==> src/rtl/instruction_cache.sv <==
// Direct-mapped, read-only instruction cache: 8 blocks of 4 words, refilled as whole
// 128-bit lines from instruction memory through a MEM_READ/MEM_BUSYWAIT handshake.
module instruction_cache #(
   parameter int ADDR_BITS  = 10,
   parameter int INDEX_BITS = 3
) (
   input  logic                   CLK,
   input  logic                   RESET,
   input  logic                   READ,
   input  logic [ADDR_BITS-1:0]   ADDRESS,
   output logic [31:0]            INSTRUCTION,
   output logic                   BUSYWAIT,
   output logic                   MEM_READ,
   output logic [ADDR_BITS-5:0]   MEM_ADDRESS,
   input  logic [127:0]           MEM_READDATA,
   input  logic                   MEM_BUSYWAIT
);

   localparam int TAG_BITS   = ADDR_BITS - INDEX_BITS - 4;
   localparam int NUM_BLOCKS = 1 << INDEX_BITS;

   typedef enum logic [1:0] {
      S_IDLE     = 2'd0,
      S_MEM_READ = 2'd1,
      S_FILL     = 2'd2
   } state_t;

   state_t                  state_r, state_next_s;
   logic [NUM_BLOCKS-1:0]   valid_r;
   logic [TAG_BITS-1:0]     tag_r  [NUM_BLOCKS];
   logic [127:0]            data_r [NUM_BLOCKS];
   logic [TAG_BITS-1:0]     req_tag_r;
   logic [INDEX_BITS-1:0]   req_index_r;

   logic [TAG_BITS-1:0]     addr_tag_s;
   logic [INDEX_BITS-1:0]   addr_index_s;
   logic [1:0]              addr_word_s;
   logic                    hit_s;
   logic                    miss_s;
   logic                    fill_en_s;
   logic [127:0]            line_s;

   assign addr_tag_s   = ADDRESS[ADDR_BITS-1 -: TAG_BITS];
   assign addr_index_s = ADDRESS[INDEX_BITS+3:4];
   assign addr_word_s  = ADDRESS[3:2];

   // Lookup, miss detection and the fill strobe; a response arriving with RESET is dropped
   always_comb begin
      line_s    = data_r[addr_index_s];
      hit_s     = (state_r == S_IDLE) && valid_r[addr_index_s] && (tag_r[addr_index_s] == addr_tag_s);
      miss_s    = (state_r == S_IDLE) && READ && !hit_s;
      fill_en_s = (state_r == S_MEM_READ) && !MEM_BUSYWAIT && !RESET;
   end

   // Next-state logic and the combinational outputs to CPU and memory
   always_comb begin
      state_next_s = state_r;
      INSTRUCTION  = 32'h0000_0000;
      BUSYWAIT     = 1'b0;
      MEM_READ     = 1'b0;
      MEM_ADDRESS  = {(ADDR_BITS-4){1'b0}};
      case (state_r)
         S_IDLE: begin
            if (hit_s) begin
               case (addr_word_s)
                  2'd0:    INSTRUCTION = line_s[31:0];
                  2'd1:    INSTRUCTION = line_s[63:32];
                  2'd2:    INSTRUCTION = line_s[95:64];
                  2'd3:    INSTRUCTION = line_s[127:96];
                  default: INSTRUCTION = 32'h0000_0000;
               endcase
            end else begin
               INSTRUCTION = 32'h0000_0000;
            end
            if (miss_s) begin
               BUSYWAIT     = 1'b1;
               state_next_s = S_MEM_READ;
            end else begin
               BUSYWAIT     = 1'b0;
               state_next_s = S_IDLE;
            end
         end
         S_MEM_READ: begin
            BUSYWAIT    = 1'b1;
            MEM_READ    = 1'b1;
            MEM_ADDRESS = {req_tag_r, req_index_r};
            if (!MEM_BUSYWAIT) begin
               state_next_s = S_FILL;
            end else begin
               state_next_s = S_MEM_READ;
            end
         end
         S_FILL: begin
            BUSYWAIT     = 1'b1;
            state_next_s = S_IDLE;
         end
         default: begin
            state_next_s = S_IDLE;
         end
      endcase
      if (RESET) begin
         BUSYWAIT = 1'b0;
      end else begin
         BUSYWAIT = BUSYWAIT;
      end
   end

   // State, valid bits and the latched miss request
   always_ff @(posedge CLK) begin
      if (RESET) begin
         state_r     <= S_IDLE;
         valid_r     <= {NUM_BLOCKS{1'b0}};
         req_tag_r   <= {TAG_BITS{1'b0}};
         req_index_r <= {INDEX_BITS{1'b0}};
      end else begin
         state_r <= state_next_s;
         if (miss_s) begin
            req_tag_r   <= addr_tag_s;
            req_index_r <= addr_index_s;
         end
         if (fill_en_s) begin
            valid_r[req_index_r] <= 1'b1;
         end
      end
   end

   // Tag and data arrays keep their contents across reset; only valid bits gate them
   always_ff @(posedge CLK) begin
      if (fill_en_s) begin
         tag_r[req_index_r]  <= req_tag_r;
         data_r[req_index_r] <= MEM_READDATA;
      end
   end

endmodule

==> config.mk <==
export PLATFORM = sky130hd
export DESIGN_NAME = instruction_cache
export DESIGN_NICKNAME = d
export VERILOG_FILES = /design/src/rtl/instruction_cache.sv
export SDC_FILE = /design/constraint.sdc
export NUM_CORES = 1
export LEC_CHECK = 0
export ABC_CLOCK_PERIOD_IN_PS = 24800
export BUFFER_PORTS_ARGS = -buffer_cell sky130_fd_sc_hd__buf_4
export CAP_MARGIN = 20
export CORE_MARGIN = 2
export CORE_UTILIZATION = 50
export CTS_BUF_LIST = sky130_fd_sc_hd__clkbuf_4 sky130_fd_sc_hd__clkbuf_8 sky130_fd_sc_hd__clkbuf_16
export CTS_CLUSTER_SIZE = 10
export DETAILED_ROUTE_END_ITERATION = 8
export PLACE_DENSITY_LB_ADDON = 0.25
export SETUP_SLACK_MARGIN = 0.1
export SYNTH_ARGS = -nofsm -noshare
export SYNTH_HDL_FRONTEND = slang
export SYNTH_SLANG_ARGS = --single-unit
==> constraint.sdc <==
create_clock -name CLK -period 24.8 [get_ports CLK]
set_input_delay 4.96 -clock CLK [delete_from_list [all_inputs] [get_ports CLK]]
set_output_delay 4.96 -clock CLK [all_outputs]
set_load 0.03 [all_outputs]
# ---- After elaboration in Yosys (flattened, before gate mapping)
# Memories as Yosys holds them, arrays and structs flattened.
# Index checks and enable logic that the tools add are counted.
dict set report op_classes {
  n_shift 0
  eq_ne 6
  mux 17
  add_sub_neg 0
  n_lt_le_gt_ge 3
  multipliers 0
  bitwise_logic 1
  n_div 0
  n_reduce_logical 13
}
# operator n
set ops {}
lappend ops {{32-bit case mux with 4 select lines} 1}
lappend ops {{32-bit two-way mux} 2}
lappend ops {{3-bit by 4-bit < comparator with 1-bit output (second input constant)} 2}
lappend ops {{1-bit two-way mux} 8}
lappend ops {{8-bit bitwise OR} 1}
lappend ops {{1-bit logical AND} 7}
lappend ops {{2-bit == test (second input constant)} 3}
lappend ops {{6-bit two-way mux} 1}
lappend ops {{2-bit by 1-bit == test with 1-bit output (second input constant)} 2}
lappend ops {{2-bit logical NOT} 2}
lappend ops {{2-bit case mux with 2 select lines} 1}
lappend ops {{1-bit binary-select mux with 3-bit select} 1}
lappend ops {{1-bit demux with 3-bit select} 1}
lappend ops {{3-bit == test} 1}
lappend ops {{3-bit by 1-bit greater-or-equal comparator with 1-bit output (second input constant)} 1}
lappend ops {{1-bit logical NOT} 3}
lappend ops {{2-bit two-way mux} 1}
lappend ops {{1-bit case mux with 2 select lines} 1}
lappend ops {{2-bit OR reduction} 1}
dict set report totals {
  mem_count 2
  output_inout_bits 40
  in_bits 142
  latch_bits 0
  romBits 0
  reg_bits 16
  mem_bits_rw 1048
}
# name words word_bits read_ports rd_clocked_by_memory_dff wr line
set memory_table {}
lappend memory_table {data_r 8 128 1 0 1 31} ;# logic [127:0] data_r [NUM_BLOCKS];
lappend memory_table {tag_r 8 3 1 0 1 30} ;# logic [TAG_BITS-1:0] tag_r [NUM_BLOCKS];

# ---- Logic depth before layout (Yosys ltp)
dict set report depth {
  ltp_word 9
  ltp_mapped 10
}

# ---- Worst setup path before layout
# Ideal clock, no wire load.
dict set report synth_path {
  path_kind {input -> register}
  from {in MEM_BUSYWAIT}
  to {mem data_r[0][0] (enable)}
  required_time_ns 24.016
  setup_slack_ns 9.743
  path_buffers 0
  path_stages 3
  setup_ns 0.784
  t_arrival_ns 14.273
  cell_sequence {nor3b_1 > nand2b_1 > nor3_1}
}
dict set report synth_between {
  elab_chain_cells 5
}
# item line
set synth_lines {}
lappend synth_lines {{from (decl)} 16} ;# input logic MEM_BUSYWAIT
lappend synth_lines {{1-bit logical NOT} --}
lappend synth_lines {{1-bit logical AND (2 in a row)} 52} ;# fill_en_s = (state_r == S_MEM_READ) && !MEM_BUSYWAIT && !RESET;
lappend synth_lines {{1-bit two-way mux} 129} ;# if (fill_en_s) begin
lappend synth_lines {{1-bit two-way mux (not written as such)} 131} ;# data_r[req_index_r] <= MEM_READDATA;
lappend synth_lines {{to (decl)} 31}
# Every way passes these cells.

# ---- Worst setup path in the final report
dict set report layout_path {
  from {in ADDRESS[4]}
  to {out INSTRUCTION[24]}
}
dict set report layout_between {
  elab_chain_cells 6
  word_cells_on_any_way 10
  classes_between {eq/ne: 1; mux: 5; reduce/logical: 2; memory: 2}
}
# item line
set layout_lines {}
lappend layout_lines {{from (decl)} 10} ;# input logic [ADDR_BITS-1:0] ADDRESS,
lappend layout_lines {{parallel branches: the longest is 4 deep, another holds memory read 8 x 3 bit} --}
lappend layout_lines {{32-bit two-way mux *} 64} ;# if (hit_s) begin
lappend layout_lines {{32-bit two-way mux *} 62} ;# case (state_r)
lappend layout_lines {{to (decl)} 11} ;# output logic [31:0] INSTRUCTION,
# Every way passes the cells marked *. The select of a mux whose other input is x is not followed.

==> results_dict.tcl <==
set metrics [dict create \
    grt_pass1_wl_mm 124 \
    cp-end-kind "output port" \
    yosysMostFrequentCell "edfxtp_1" \
    die-area_um2 83700 \
    synth_edf_count 1048 \
    track_usage_pct 20.5 \
    path_class "in2out" \
    startpoint_type "primary input" \
    clock_latency_ps 660 \
    drv_slew 0 \
    grt_max_degree 91 \
    stdcell_area_um2 46400 \
    routedWlPerCell_um 28.0 \
    hold_class "reg2reg" \
    worstHoldStart "valid_r[1]" \
    globalRouteMet3Util_pct 4.90 \
    areaGrowthSynthToFinish_pct 14.0 \
    grt_pass1_vias 18800 \
    fin_tns_setup_ps 0 \
    numCtsBuffers 116 \
    critPathArrivalTime_ps 9030 \
    r2r_setup_slack_ps 20730 \
    die_w_um 289 \
    tightestPinTransition_ps 1100 \
    period_needed_ps 13990 \
    syn-num-nets 1768 \
    hold_depth 2 \
    grt_overflow 0 \
    start_util_pct 50.5 \
    synth_seq_area_share_pct 78.1 \
    rsz0062_at_grt "false" \
    dp_cells 2813 \
    synth_seq_cells 1064 \
    r2r-end "data_r[5][95]" \
    busiest_layer "met2" \
    fmax_mhz 71.5 \
    reg2reg_from "state_r[1]" \
    postCtsSetupBuffers 0 \
    clkSlewWorstSetupHoldPaths_ps 50 \
    grtUsageMet2_pct 33.3 \
    synth_top_area_cell "edfxtp_1" \
    drtPass1Iterations 5 \
    antenna_found_initial 11 \
    vias_per_cell 5.94 \
    cp_max_fo 90 \
    layout-drive-gt1-share_pct 37.0 \
    cts_resized 0 \
    status "complete, no violations" \
    vias 17600 \
    synth_top_area_share_pct 77.3 \
    core_um2 80500 \
    use_met1_pct 27.8 \
    leakage_nw 14.8 \
    maxCapViolations 0 \
    synthArstFlopShare_pct 0 \
    antenna_left 0 \
    synth.distinct_cells 30 \
    drc 0 \
    rows 104 \
    numClockSinks 1064 \
    yosys-top-cells-area "edfxtp_1, mux4_2, mux2i_1, dfxtp_1, buf_6" \
    cts_root_buf "clkbuf_16" \
    htree_levels 3 \
    setup-violations-final 0 \
    portBuffers 179 \
    holdBufCountCts 0 \
    gp_congestion 0.757 \
    ios 182 \
    min_period_over_period_pct 56.4 \
    ys.flop_type "edfxtp_1" \
    die_h_um 289 \
    timing.slew.headroom_pct 26.5 \
    fin_hold_ws_ps 469 \
    yosys-top-cells-count "edfxtp_1, mux4_2, nor2_1" \
    finClkSkew_ps 14.3 \
    vdd_drop_max_v 0.0000682 \
    hold_violations 0 \
    dr.first_iter.drc_count 1490 \
    critPathRequiredTime_ps 19840 \
    placed_area_um2 43100 \
    instances_no_fill 2967 \
    clockBufferDepth 3 \
    cts_tree "built" \
    dpl.hpwl_mm 45.3 \
    syn_area_um2 40700 \
    final_nets 2017 \
    routed_wl_mm 83.1 \
    worstRegToRegCells 8 \
    whs_endpoint "valid_r[1]" \
    yosysWarnings 0 \
    powerDensity_nw_per_um2 78.7 \
    syn_inst 1623 \
    avgSynthCellArea_um2 25.1 \
]
-- routing by layer --
layer | part of all wire (%) | up-vias | wire [µm]
li1 | - | 7471 | -
met1 | 40 | 9496 | 33600
met2 | 50 | 534 | 41800
met3 | 6.9 | 121 | 5770
met4 | 2.3 | 16 | 1890
met5 | 0.12 | - | 99
-- critical path, cell delays in order --
cell and delay, ps:
buf_8 700, buf_4 840, mux4_2 610, mux2i_1 200, xor2_1 170, o2111a_2 260, nand2_2 480, nor2_1 420
buf_4 220
-- area by class of cell --
type / count / area (µm²)
fillers: 5722 / 34100
repair buffers: 214 / 1640
clock inverters: 6 / 108
inverters: 3 / 11.3
clock buffers: 145 / 3140
multi-input cells: 473 / 8390
well taps: 1060 / 1330
flip-flops and latches: 1064 / 31800
diodes: 2 / 5.00
-- placed cells by master (no fill, tap or decap), types with 3 or more instances in the layout --
master     Yosys  final
edfxtp_1    1048   1048
mux4_2       326    326
buf_4         17    211
clkbuf_16      0    117
nor2_1        56     50
mux2i_1       43     43
clkbuf_4       0     28
dfxtp_1       16     16
nand2b_1      15     15
and2_1         7      7
nand2_1        6      6
nor2_4         0      6
inv_1          3      3
ha_1           3      3
clkinv_8       0      3
-- flip-flops by register name (all words and copies together) (netlist names) --
| register | cells |
|---|---|
| data_r | 1024 |
| req_tag_r | 3 |
| valid_r | 8 |
| req_index_r | 3 |
| state_r | 2 |
| tag_r | 24 |
-- worst max path at each step --
stage | startpoint | endpoint | cells past startpoint
floorplan | MEM_BUSYWAIT | data_r[0][0] | 3
global placement | ADDRESS[4] | INSTRUCTION[24] | 8
detailed placement | ADDRESS[4] | INSTRUCTION[24] | 8
CTS | ADDRESS[4] | INSTRUCTION[24] | 8
global route | ADDRESS[4] | INSTRUCTION[30] | 9
finish | ADDRESS[4] | INSTRUCTION[24] | 9
-- per-stage QoR --
| stage | setup WS (ps) | power (mW) | util (%) |
|---|---|---|---|
| finish | 10810 | 3.65 | 57.6 |
| global route | 10390 | 3.77 | 57.6 |
| CTS | 10410 | 3.69 | 57.6 |
| detailed placement | 10420 | 2.19 | 53.6 |
| global placement | 10430 | 2.19 | 53.6 |
| floorplan | 9740 | 2.13 | - |
-- cell families after synthesis --
| group | share of synthesized area (%) |
|---|---|
| XOR/XNOR | 0.0615 |
| flip-flops | 78.1 |
| AND/OR/NAND/NOR | 1.03 |
| AO/OA/AOI/OAI | 0.148 |
| multiplexers | 19.2 |
| buffers and inverters | 1.41 |
| adder cells (fa/ha/maj) | 0.0922 |
-- report_power, final --
group	switching [mW]	leakage, nW	internal (mW)
clock	0.627	1.62	0.874
sequential	0.00322	9.57	1.99
combinational	0.0843	3.63	0.0793
total	0.715	14.8	2.94
Note: power is estimated with default switching activity, not from simulation.
